### config.mk
export PLATFORM = sky130hd
export DESIGN_NAME = alu_op_sequencer
export DESIGN_NICKNAME = d
export VERILOG_FILES = /design/src/rtl/alu_seq_pkg.sv /design/src/rtl/alu_seq_refmodel.sv /design/src/rtl/alu_op_sequencer.sv
export SDC_FILE = /design/constraint.sdc
export NUM_CORES = 1
export LEC_CHECK = 0
export ABC_AREA = 1
export CAP_MARGIN = 30
export CORE_MARGIN = 1
export CORE_UTILIZATION = 42
export CTS_CLUSTER_DIAMETER = 100
export CTS_CLUSTER_SIZE = 12
export DETAILED_ROUTE_END_ITERATION = 16
export HOLD_SLACK_MARGIN = 0.05
export PLACE_DENSITY = 0.77
export RECOVER_POWER = 25
export SLEW_MARGIN = 20
export SYNTH_ARGS = -nofsm -noshare
export SYNTH_HDL_FRONTEND = slang
export SYNTH_SLANG_ARGS = --single-unit
### constraint.sdc
create_clock -name clk -period 1.38 [get_ports clk]
set_clock_uncertainty 0.05 [all_clocks]
set_input_delay 0.276 -clock clk [delete_from_list [all_inputs] [get_ports clk]]
set_output_delay 0.276 -clock clk [all_outputs]
set_load 0.02 [all_outputs]
### src/rtl/alu_seq_pkg.sv
// Shared constants for the ALU operation sequencer: op codes, FSM encoding
// and bit positions inside rsp_flags.
package alu_seq_pkg;

  localparam logic [2:0] OP_AND  = 3'b000;
  localparam logic [2:0] OP_OR   = 3'b001;
  localparam logic [2:0] OP_ADD  = 3'b010;
  localparam logic [2:0] OP_ANDN = 3'b100;
  localparam logic [2:0] OP_SUB  = 3'b110;
  localparam logic [2:0] OP_SLT  = 3'b111;

  localparam logic [1:0] ST_IDLE = 2'd0;
  localparam logic [1:0] ST_EXEC = 2'd1;
  localparam logic [1:0] ST_RESP = 2'd2;

  // rsp_flags = {cout, overflow, zero, set}
  localparam int FLAG_COUT = 3;
  localparam int FLAG_OVF  = 2;
  localparam int FLAG_ZERO = 1;
  localparam int FLAG_SET  = 0;

endpackage

### src/rtl/alu_seq_refmodel.sv
// Combinational expected-result model for the op codes with a defined
// meaning; reserved codes 011 and 101 report checked=0.
module alu_seq_refmodel
  import alu_seq_pkg::*;
#(
  parameter int WIDTH = 4
) (
  input  logic [WIDTH-1:0] a,
  input  logic [WIDTH-1:0] b,
  input  logic [2:0]       op,
  output logic [WIDTH-1:0] expected,
  output logic             checked
);

  always_comb begin
    expected = '0;
    checked  = 1'b1;
    case (op)
      OP_AND:  expected = a & b;
      OP_OR:   expected = a | b;
      OP_ADD:  expected = a + b;
      OP_ANDN: expected = a & ~b;
      OP_SUB:  expected = a - b;
      OP_SLT:  expected = {{(WIDTH-1){1'b0}}, ($signed(a) < $signed(b))};
      default: checked  = 1'b0;
    endcase
  end

endmodule

### src/rtl/alu_op_sequencer.sv
// Initiator for an external ALU4Bit: registers a request, captures the ALU
// result one cycle later and returns it. Optional checker: ALU_SEQ_SELFCHECK_EN.
module alu_op_sequencer
  import alu_seq_pkg::*;
#(
  parameter int WIDTH = 4,
  parameter int CNT_W = 8
) (
  input  logic             clk,
  input  logic             reset,
  input  logic             req_valid,
  output logic             req_ready,
  input  logic [WIDTH-1:0] req_a,
  input  logic [WIDTH-1:0] req_b,
  input  logic [2:0]       req_op,
  output logic [WIDTH-1:0] alu_a,
  output logic [WIDTH-1:0] alu_b,
  output logic [2:0]       alu_op,
  input  logic [WIDTH-1:0] alu_result,
  input  logic             alu_cout,
  input  logic             alu_overflow,
  input  logic             alu_zero,
  input  logic             alu_set,
  output logic             rsp_valid,
  input  logic             rsp_ready,
  output logic [WIDTH-1:0] rsp_result,
  output logic [3:0]       rsp_flags,
  output logic [CNT_W-1:0] op_count,
  output logic [CNT_W-1:0] ovf_count,
`ifdef ALU_SEQ_SELFCHECK_EN
  output logic             rsp_mismatch,
  output logic             err_sticky,
`endif
  output logic [1:0]       dbg_state
);

  logic [1:0] state;
  logic       accept;
  logic [3:0] flags_in;

  // Handshakes: a transfer happens on a rising edge where valid and ready are
  // both high; valid never drops and its payload never changes until then.
  assign req_ready = (state == ST_IDLE) || ((state == ST_RESP) && rsp_ready);
  assign accept    = req_valid && req_ready;
  assign dbg_state = state;

  always_comb begin
    flags_in            = '0;
    flags_in[FLAG_COUT] = alu_cout;
    flags_in[FLAG_OVF]  = alu_overflow;
    flags_in[FLAG_ZERO] = alu_zero;
    flags_in[FLAG_SET]  = alu_set;
  end

  always_ff @(posedge clk) begin
    if (reset) begin
      state      <= ST_IDLE;
      alu_a      <= '0;
      alu_b      <= '0;
      alu_op     <= '0;
      rsp_valid  <= 1'b0;
      rsp_result <= '0;
      rsp_flags  <= '0;
      op_count   <= '0;
      ovf_count  <= '0;
    end else begin
      case (state)
        ST_IDLE: begin
          if (accept) begin
            alu_a  <= req_a;
            alu_b  <= req_b;
            alu_op <= req_op;
            state  <= ST_EXEC;
          end
        end
        ST_EXEC: begin
          rsp_result <= alu_result;
          rsp_flags  <= flags_in;
          rsp_valid  <= 1'b1;
          op_count   <= op_count + CNT_W'(1);
          if (alu_overflow && (ovf_count != {CNT_W{1'b1}}))
            ovf_count <= ovf_count + CNT_W'(1);
          state <= ST_RESP;
        end
        ST_RESP: begin
          if (rsp_ready) begin
            rsp_valid <= 1'b0;
            if (accept) begin
              alu_a  <= req_a;
              alu_b  <= req_b;
              alu_op <= req_op;
              state  <= ST_EXEC;
            end else begin
              state <= ST_IDLE;
            end
          end
        end
        default: state <= ST_IDLE;
      endcase
    end
  end

`ifdef ALU_SEQ_SELFCHECK_EN
  logic [WIDTH-1:0] ref_result;
  logic             ref_checked;
  logic             mismatch_now;

  alu_seq_refmodel #(.WIDTH(WIDTH)) u_refmodel (
    .a        (alu_a),
    .b        (alu_b),
    .op       (alu_op),
    .expected (ref_result),
    .checked  (ref_checked)
  );

  assign mismatch_now = ref_checked && (ref_result != alu_result);

  // Captured on the same edge as rsp_result so the two always describe one op.
  always_ff @(posedge clk) begin
    if (reset) begin
      rsp_mismatch <= 1'b0;
      err_sticky   <= 1'b0;
    end else if (state == ST_EXEC) begin
      rsp_mismatch <= mismatch_now;
      err_sticky   <= err_sticky | mismatch_now;
    end
  end
`endif

endmodule

# [Word level (Yosys, flattened, before mapping)]
# Cells that the tools add are included.
[op_classes] addsub=2 eq_ne=5 mux=15 n_reduce_logical=11
[op_table] operator="$add 8x1->8 const B" count=2
[op_table] operator="$mux 4" count=4
[op_table] operator="$pmux 4 s2" count=2
[op_table] operator="$ne 8x8->1 const B" count=1
[op_table] operator="$reduce_and 2->1" count=4
[op_table] operator="$mux 3" count=2
[op_table] operator="$pmux 2 s3" count=1
[op_table] operator="$pmux 3 s2" count=1
[op_table] operator="$mux 2" count=2
[op_table] operator="$ne 2x2->1 const B" count=2
[op_table] operator="$reduce_bool 2->1" count=2
[op_table] operator="$logic_and 1x1->1" count=3
[op_table] operator="$eq 2x1->1 const B" count=1
[op_table] operator="$eq 2x2->1 const B" count=1
[op_table] operator="$logic_not 2->1" count=1
[op_table] operator="$mux 1" count=2
[op_table] operator="$pmux 1 s2" count=1
[op_table] operator="$logic_or 1x1->1" count=1
[totals] regBits=38 inputBits=23 output_inout_bits=39

# [Longest topological paths before layout]
# Gate-level depths: netlist of the first run.
[logic_depth] depth_word=7 mapped_depth=8 depth_no_buf=8

# [Least setup slack after synthesis of the first run]
# Ideal clock, no wire load.
[synth_timing] path_type="reg2reg" start="register ovf_count[1]" end="register ovf_count[1]" setup_time_ns=0.116 arrival_time_ns=1.260 t_required_ns=1.214 slack_ns=-0.045 path_stages_with_launch=9 n_path_buf=0 period_less_slack_ns=1.425 path_cell_list="dfxtp_1 ha_1 inv_1 nor2_2 nand2_1 nand2_2 inv_2 nor2_1 nor2_1"
[synth_via] elab_chain_len=3
[synth_rtl] item="start, declared" line_no="alu_op_sequencer.sv:29" rtl="output logic [CNT_W-1:0] ovf_count,"
[synth_rtl] item="start signal, assigned" line_no="alu_op_sequencer.sv:82" rtl="ovf_count <= ovf_count + CNT_W'(1);"
[synth_rtl] item="branches (longest 3 deep; another with $add 8x1->8)"
# Several ways; the timed one is not identified.
# A chain may end at the register's enable or synchronous reset.

# [Final worst setup path of the first run]
[layout_timing] start="register state[1], in the netlist dbg_state[1]" end="output req_ready"
[layout_via] elab_chain_len=3
[layout_rtl] item="start, declared" line_no="alu_op_sequencer.sv:37" rtl="logic [1:0] state;"
[layout_rtl] item="start signal, assigned" line_no="alu_op_sequencer.sv:57" rtl="state <= ST_IDLE;"
[layout_rtl] item="start signal, assigned" line_no="alu_op_sequencer.sv:73" rtl="state <= ST_EXEC;"
[layout_rtl] item="start signal, assigned" line_no="alu_op_sequencer.sv:83" rtl="state <= ST_RESP;"
[layout_rtl] item="$eq 2x2->1" line_no="alu_op_sequencer.sv:43" rtl="assign req_ready = (state == ST_IDLE) || ((state == ST_RESP) && rsp_ready);"
[layout_rtl] item="$logic_and 1x1->1" line_no="alu_op_sequencer.sv:43"
[layout_rtl] item="$logic_or 1x1->1 (*)" line_no="alu_op_sequencer.sv:43"
[layout_rtl] item="end, declared" line_no="alu_op_sequencer.sv:12" rtl="output logic req_ready,"
# Every way passes the cells marked *; elsewhere a longest branch is shown, timed or not.

==> metrics.log, run 1 <==
INFO  metric start_to_end_type_of_the_worst_setup_path = flip-flop to primary output
INFO  metric finalWorstPathRequiredPeriod = 1.46 ns
INFO  metric cell_count_after_synthesis = 222
INFO  metric h-tree-depth = 2
INFO  metric floorplan.io_pins = 62
INFO  metric final.setup.worst_slack = -0.0793 ns
INFO  metric grt_max_degree = 20
INFO  metric synth-warning-count = 0
INFO  metric synthesis.area_per_instance = 7.21 sq um
INFO  metric leading_cell_type_in_the_layout_fill_and_taps_excluded = sky130_fd_sc_hd__nor2_1
INFO  metric regToRegEndpoint = alu_op[2]$_SDFFE_PP0P_
INFO  metric areaGrowthSynthToFinish = 60.0%
INFO  metric whs_path_depth = 2
INFO  metric drcViolationCount = 0
INFO  metric leakage = 1.21 nW
INFO  metric detailedRoute.firstIterationViolations = 68
INFO  metric globalRoute.totalOverflow = 0
INFO  metric critPathBufInv = 3
INFO  metric timing.slew.headroom = 77.2%
INFO  metric maxCapViolations = 0
INFO  metric failed_checks = negative setup slack
INFO  metric wl = 3890 microns
INFO  metric setup.worst_path.end_class = primary output
INFO  metric dominant_cell_type_by_area_after_synthesis = sky130_fd_sc_hd__dfxtp_1
INFO  metric timing_worst_slew_pin_value = 0.342 ns
INFO  metric max_slew_violation_total_from_the_final_report = 0
INFO  metric synth_edf_count = 0
INFO  metric start_util = 43.7%
INFO  metric netlist_area = 1600 sq um
INFO  metric clkTransAtPathRegs = 0.07 ns
INFO  metric routabilityCongestion = 0.857
INFO  metric synth-main-ff-cell = sky130_fd_sc_hd__dfxtp_1
INFO  metric synth_register_bits = 38
INFO  metric chipHeight = 63.7 microns
INFO  metric synth.yosys.seq_area_share = 47.5%
INFO  metric drive_above_1_share = 18.4%
INFO  metric tritoncts_num_sinks = 38
INFO  metric antenna-diode-count = 0
INFO  metric synth.net_count = 247
INFO  metric synth_cell_types = 28
INFO  metric place_hpwl = 2730 microns
INFO  metric hold_class = input pin to flip-flop
INFO  metric critical-path-slowest-cell = sky130_fd_sc_hd__dfxtp_2
INFO  metric clk_latency = 0.29 ns
INFO  metric all_layer_global_routing_usage = 20.3%
INFO  metric postRouteAntennaNets = 0
INFO  metric number_of_antenna_violations_at_the_first_check_in_global_routing = 0
INFO  metric ff_to_ff_start = dbg_state[1]$_SDFFE_PP0P_
INFO  metric min_period_over_period = 106%
INFO  metric min-delay-start = rsp_ready
INFO  metric critical_path.most_common_cell = sky130_fd_sc_hd__inv_2
INFO  metric outcome = complete, but fails checks
INFO  metric max_freq = 685 MHz
INFO  metric number_of_global_route_vias_before_repair = 1449
INFO  metric floorplan.die_area = 4060 sq um
INFO  metric tritoncts = built
INFO  metric core-area = 3660 sq um
INFO  metric route.detailed.vias_per_inst = 4.66
INFO  metric required = 1.05 ns
INFO  metric worst_hold_slack = 0.196 ns
INFO  metric cp-start-kind = flip-flop
INFO  metric cts_made_buffers = 5
INFO  metric vias = 1662
INFO  metric setup_violations = 1
INFO  metric synth_area_leaders = sky130_fd_sc_hd__dfxtp_1 48%, sky130_fd_sc_hd__nor2_1 13%, sky130_fd_sc_hd__nand2_1 8.9%
INFO  metric async_reset_ff_share = 0%
INFO  metric row_count = 22
INFO  metric port_buffer_cells = 61
INFO  metric cp_cell_sequence = inv_2 > or2_1 > nand2_2 > inv_2 > buf_6
INFO  metric rsz0062_at_grt = yes
INFO  metric worst-r2r-cell-count = 8
INFO  metric drt_pass1_iterations = 4
INFO  metric ctsHoldBuffers = 0
INFO  metric layout.nets = 334
INFO  metric route.detailed.wl_per_inst = 10.9 microns
INFO  metric max_stage_delay = 0.33 ns
INFO  metric critPathArrivalTime = 1.13 ns
INFO  metric die_width = 63.7 microns
INFO  metric crit_fanout = 2
INFO  metric vdd.ir_drop.worst = 0.659 mV
INFO  metric cts_buffer_depth = 2
INFO  metric synth_top_area_share = 47.5%
INFO  metric clock-root-buffer = sky130_fd_sc_hd__clkbuf_8
INFO  metric layout.cells.most_common_list = 53 x sky130_fd_sc_hd__nor2_1, 36 x sky130_fd_sc_hd__nand2_1, 35 x sky130_fd_sc_hd__dfxtp_1, 33 x sky130_fd_sc_hd__dlygate4sd2_1, 23 x sky130_fd_sc_hd__buf_4
INFO  metric grt_first_pass_wirelength = 6330 microns
INFO  metric min_to = rsp_valid$_SDFFE_PP0P_
INFO  metric timing.final.hold_violations = 0
INFO  metric worst-r2r-setup-slack = 0.05 ns
INFO  metric finalPower = 2.56 mW
INFO  metric cpLargestDelayFamily = flip-flops
INFO  metric power.density = 998 nW/um^2
[registers in the layout, indices dropped and copies added (netlist names)]
signal / flops
ovf_count: 8
rsp_valid: 1
dbg_state: 2
alu_op: 3
rsp_result: 4
rsp_flags: 4
op_count: 8
alu_b: 4
alu_a: 4
[how the worst max path moves through the flow]
stage / startpoint / end / slack (ns) / cells past startpoint
detailed placement: rsp_ready / req_ready / -0.56 / 5
floorplan: dbg_state[1]$_SDFFE_PP0P_ / alu_a[0]$_SDFFE_PP0P_ / 0.06 / 7
finish: dbg_state[1]$_SDFFE_PP0P_ / req_ready / -0.08 / 5
global route: dbg_state[1]$_SDFFE_PP0P_ / req_ready / -0.13 / 5
global placement: rsp_ready / req_ready / -0.50 / 5
CTS: rsp_ready / req_ready / -0.18 / 5
[report_power, final]
group / internal [mW] / switching (mW) / leakage, nW
clock: 0.578 / 0.367 / 0.0573
sequential: 1.15 / 0.0305 / 0.313
combinational: 0.195 / 0.231 / 0.839
[synthesized netlist by cell type (3+ instances only)]
cell	n
sky130_fd_sc_hd__nor2_1	54
sky130_fd_sc_hd__dfxtp_1	38
sky130_fd_sc_hd__nand2_1	38
sky130_fd_sc_hd__inv_1	19
sky130_fd_sc_hd__o21ai_0	15
sky130_fd_sc_hd__a21oi_1	10
sky130_fd_sc_hd__o21ai_1	10
sky130_fd_sc_hd__nand3_1	8
sky130_fd_sc_hd__clkbuf_1	3
[per-stage QoR]
step | instance area [sq um] | instances | setup TNS, ns | util [%] | worst slack, ns
floorplan | 1610 | 222 | 0 | - | 0.0627
global placement | 2420 | 347 | -4.76 | 66.2 | -0.500
global route | 2560 | 357 | -0.412 | 69.9 | -0.132
finish | 2560 | 357 | -0.0793 | 69.9 | -0.0793
CTS | 2500 | 354 | -0.184 | 68.3 | -0.184
detailed placement | 2420 | 347 | -5.56 | 66.2 | -0.561
[final cells by class]
| type | count | area [sq um] |
|---|---|---|
| Clock buffer | 6 | 82.6 |
| Clock inverter | 1 | 30.0 |
| Fill cell | 328 | 1100 |
| Inverter | 22 | 90.1 |
| Multi-Input combinational cell | 155 | 771 |
| Sequential cell | 38 | 767 |
| Tap cell | 48 | 60.1 |
| Timing Repair Buffer | 86 | 753 |
| Timing Repair inverter | 1 | 6.26 |
[cells by family after synthesis]
family | share of synthesized area [%]
adder cells (fa/ha/maj) | 1.56
AO/OA/AOI/OAI | 12.7
XOR/XNOR | 1.64
flip-flops | 47.5
buffers and inverters | 7.74
AND/OR/NAND/NOR | 28.8
[layer usage]
| layer | track usage [%] | share of wire [%] | up-vias |
|---|---|---|---|
| met2 | 30.6 | 44 | 62 |
| met5 | 0 | 0 | - |
| met1 | 25.0 | 45 | 718 |
| met3 | 8.15 | 8.7 | 7 |
| met4 | 9.38 | 1.7 | 0 |
| li1 | - | - | 875 |
[what timing repair did]
item | 4_1_cts | 5_1_grt
setup buffers | 0 | 2
pin swaps | 0 | 3
resized for setup | 49 | 22
endpoints found under the setup margin | 50 | 36
gates cloned | 0 | 1
No activity file was read; power rests on OpenSTA's default activity.
==> run 2: changes to the inputs <==
clock period = 1.5 ns   (was 1.38 ns; I/O delays follow)
==> metrics.log, run 2 (synthesis results as in run 1) <==
INFO  metric final_design_area_no_fill = 2460 sq um
INFO  metric grt_first_pass_wirelength = 6290 microns
INFO  metric power.internal = 1.61 mW
INFO  metric crit_fanout = 2
INFO  metric drcViolationCount = 0
INFO  metric core-area = 3660 sq um
INFO  metric start_util = 43.7%
INFO  metric max_slew_violation_total_from_the_final_report = 0
INFO  metric drt_pass1_iterations = 4
INFO  metric finalPower = 2.18 mW
INFO  metric clock-root-buffer = sky130_fd_sc_hd__clkbuf_8
INFO  metric timing.final.hold_violations = 0
INFO  metric die_width = 63.7 microns
INFO  metric max_freq = 661 MHz
INFO  metric netSwitchingPower = 577 uW
INFO  metric postRouteAntennaNets = 0
INFO  metric antenna-diode-count = 0
INFO  metric routabilityCongestion = 0.826
INFO  metric grt_max_degree = 18
INFO  metric critPathBufInv = 3
INFO  metric tritoncts = built
INFO  metric required = 1.15 ns
INFO  metric critical-path-slowest-cell = sky130_fd_sc_hd__dfxtp_2
INFO  metric drive_above_1_share = 14.1%
INFO  metric tritoncts_num_sinks = 38
INFO  metric detailedRoute.firstIterationViolations = 89
INFO  metric failed_checks = negative setup slack
INFO  metric comb_power_share = 17.2%
INFO  metric leakage = 1.19 nW
INFO  metric row_count = 22
INFO  metric critPathArrivalTime = 1.16 ns
INFO  metric globalRoute.totalOverflow = 0
INFO  metric floorplan.io_pins = 62
INFO  metric final.setup.worst_slack = -0.0135 ns
INFO  metric timing.slew.headroom = 72.8%
INFO  metric power_frac_seq = 49.9%
INFO  metric maxCapViolations = 0
INFO  metric cp_cell_sequence = inv_2 > or2_1 > nand2_2 > inv_2 > buf_6
INFO  metric port_buffer_cells = 61
INFO  metric rsz0062_at_grt = yes
INFO  metric all_layer_global_routing_usage = 19.7%
INFO  metric cpLargestDelayFamily = simple AND/OR/NAND/NOR gates
INFO  metric clk_latency = 0.29 ns
INFO  metric max_stage_delay = 0.33 ns
INFO  metric leading_cell_type_in_the_layout_fill_and_taps_excluded = sky130_fd_sc_hd__nor2_1
INFO  metric chipHeight = 63.7 microns
INFO  metric layout.nets = 329
INFO  metric cts_buffer_depth = 2
INFO  metric vdd.ir_drop.worst = 0.774 mV
INFO  metric power.clock.fraction = 32.9%
INFO  metric cts_made_buffers = 5
INFO  metric place_hpwl = 2580 microns
INFO  metric cp-start-kind = flip-flop
INFO  metric floorplan.die_area = 4060 sq um
INFO  metric outcome = complete, but fails checks
INFO  metric critical_path.most_common_cell = sky130_fd_sc_hd__inv_2
INFO  metric timing_worst_slew_pin_value = 0.405 ns
INFO  metric post_dp_area = 2380 sq um
INFO  metric min_period_over_period = 101%
INFO  metric worst_hold_slack = 0.181 ns
INFO  metric vias = 1652
INFO  metric final_standard_cell_utilization_of_the_core = 67.3%
INFO  metric finalWorstPathRequiredPeriod = 1.51 ns
INFO  metric switching_part_of_the_total = 26.4%
INFO  metric setup.worst_path.end_class = primary output
INFO  metric route.detailed.wl_per_inst = 10.7 microns
INFO  metric setup_violations = 1
INFO  metric hold_class = input pin to flip-flop
INFO  metric number_of_global_route_vias_before_repair = 1561
INFO  metric layout.cells.most_common_list = 54 x sky130_fd_sc_hd__nor2_1, 37 x sky130_fd_sc_hd__nand2_1, 37 x sky130_fd_sc_hd__dlygate4sd2_1, 35 x sky130_fd_sc_hd__dfxtp_1, 21 x sky130_fd_sc_hd__clkdlybuf4s50_1
INFO  metric wl = 3780 microns
INFO  metric h-tree-depth = 2
INFO  metric number_of_antenna_violations_at_the_first_check_in_global_routing = 0
INFO  metric top_regs = op_count (8), ovf_count (8)
INFO  metric route.detailed.vias_per_inst = 4.68
INFO  metric areaGrowthSynthToFinish = 54.0%
INFO  metric start_to_end_type_of_the_worst_setup_path = flip-flop to primary output
INFO  metric power.density = 886 nW/um^2
INFO  metric clkTransAtPathRegs = 0.07 ns
==> run 2: changes by cell type in the layout (fill, tap and decap cells not counted), sizes merged <==
cell	previous run	this run
bufinv	1	0
clkbuf	9	7
clkdlybuf4s15	3	1
clkdlybuf4s50	20	21
dlygate4sd2	33	37
buf	25	22
dlygate4sd3	1	0
==> run 2: final timing paths <==
path,from,end,slack [ns],cells after the start
max reg2reg,dbg_state[1]$_SDFFE_PP0P_,alu_b[0]$_SDFFE_PP0P_,0.06,9
min reg2reg,rsp_flags[2]$_SDFFE_PP0P_,rsp_flags[2]$_SDFFE_PP0P_,0.42,2
max,dbg_state[1]$_SDFFE_PP0P_,req_ready,-0.01,5
min,rsp_ready,rsp_valid$_SDFFE_PP0P_,0.18,2
==> run 2: per-stage QoR <==
step                worst slack (ns)  std cells  TNS [ns]
finish                       -0.0135        353   -0.0135
global route                 -0.0784        353    -0.657
CTS                          -0.0729        352   -0.0729
detailed placement            -0.443        344     -3.18
global placement              -0.454        344     -2.97
floorplan                     0.0747        222         0
==> run 2: power by group through the flow <==
stage,Clock [mW],Combinational [mW],Sequential [mW]
CTS,0.738,0.362,1.09
global placement,0,0.396,1.11
detailed placement,0,0.398,1.11
floorplan,0,0.126,1.18
finish,0.718,0.375,1.09
global route,0.791,0.412,1.10
==> run 2: repair_timing <==
action,in CTS,in global routing
setup endpoints to repair,39,21
pin swaps,0,2
resized for setup,42,14
hold buffers,0,0
buffers inserted,0,1
==> run 2: layout make-up <==
type,instances,area [sq um]
Sequential cell,38,764
Clock buffer,7,86.3
Multi-Input combinational cell,155,734
Tap cell,48,60.1
Fill cell,320,1200
Timing Repair Buffer,82,729
Inverter,22,85.1
Clock inverter,1,5.00
==> run 2: routing by layer <==
metal	vias to the layer above	global-route usage, %	share of wire (%)
li1	863	-	-
met1	723	22.4	44
met2	59	33.5	46
met3	7	8.33	8.1
met4	0	5.40	1.7
met5	-	0	0
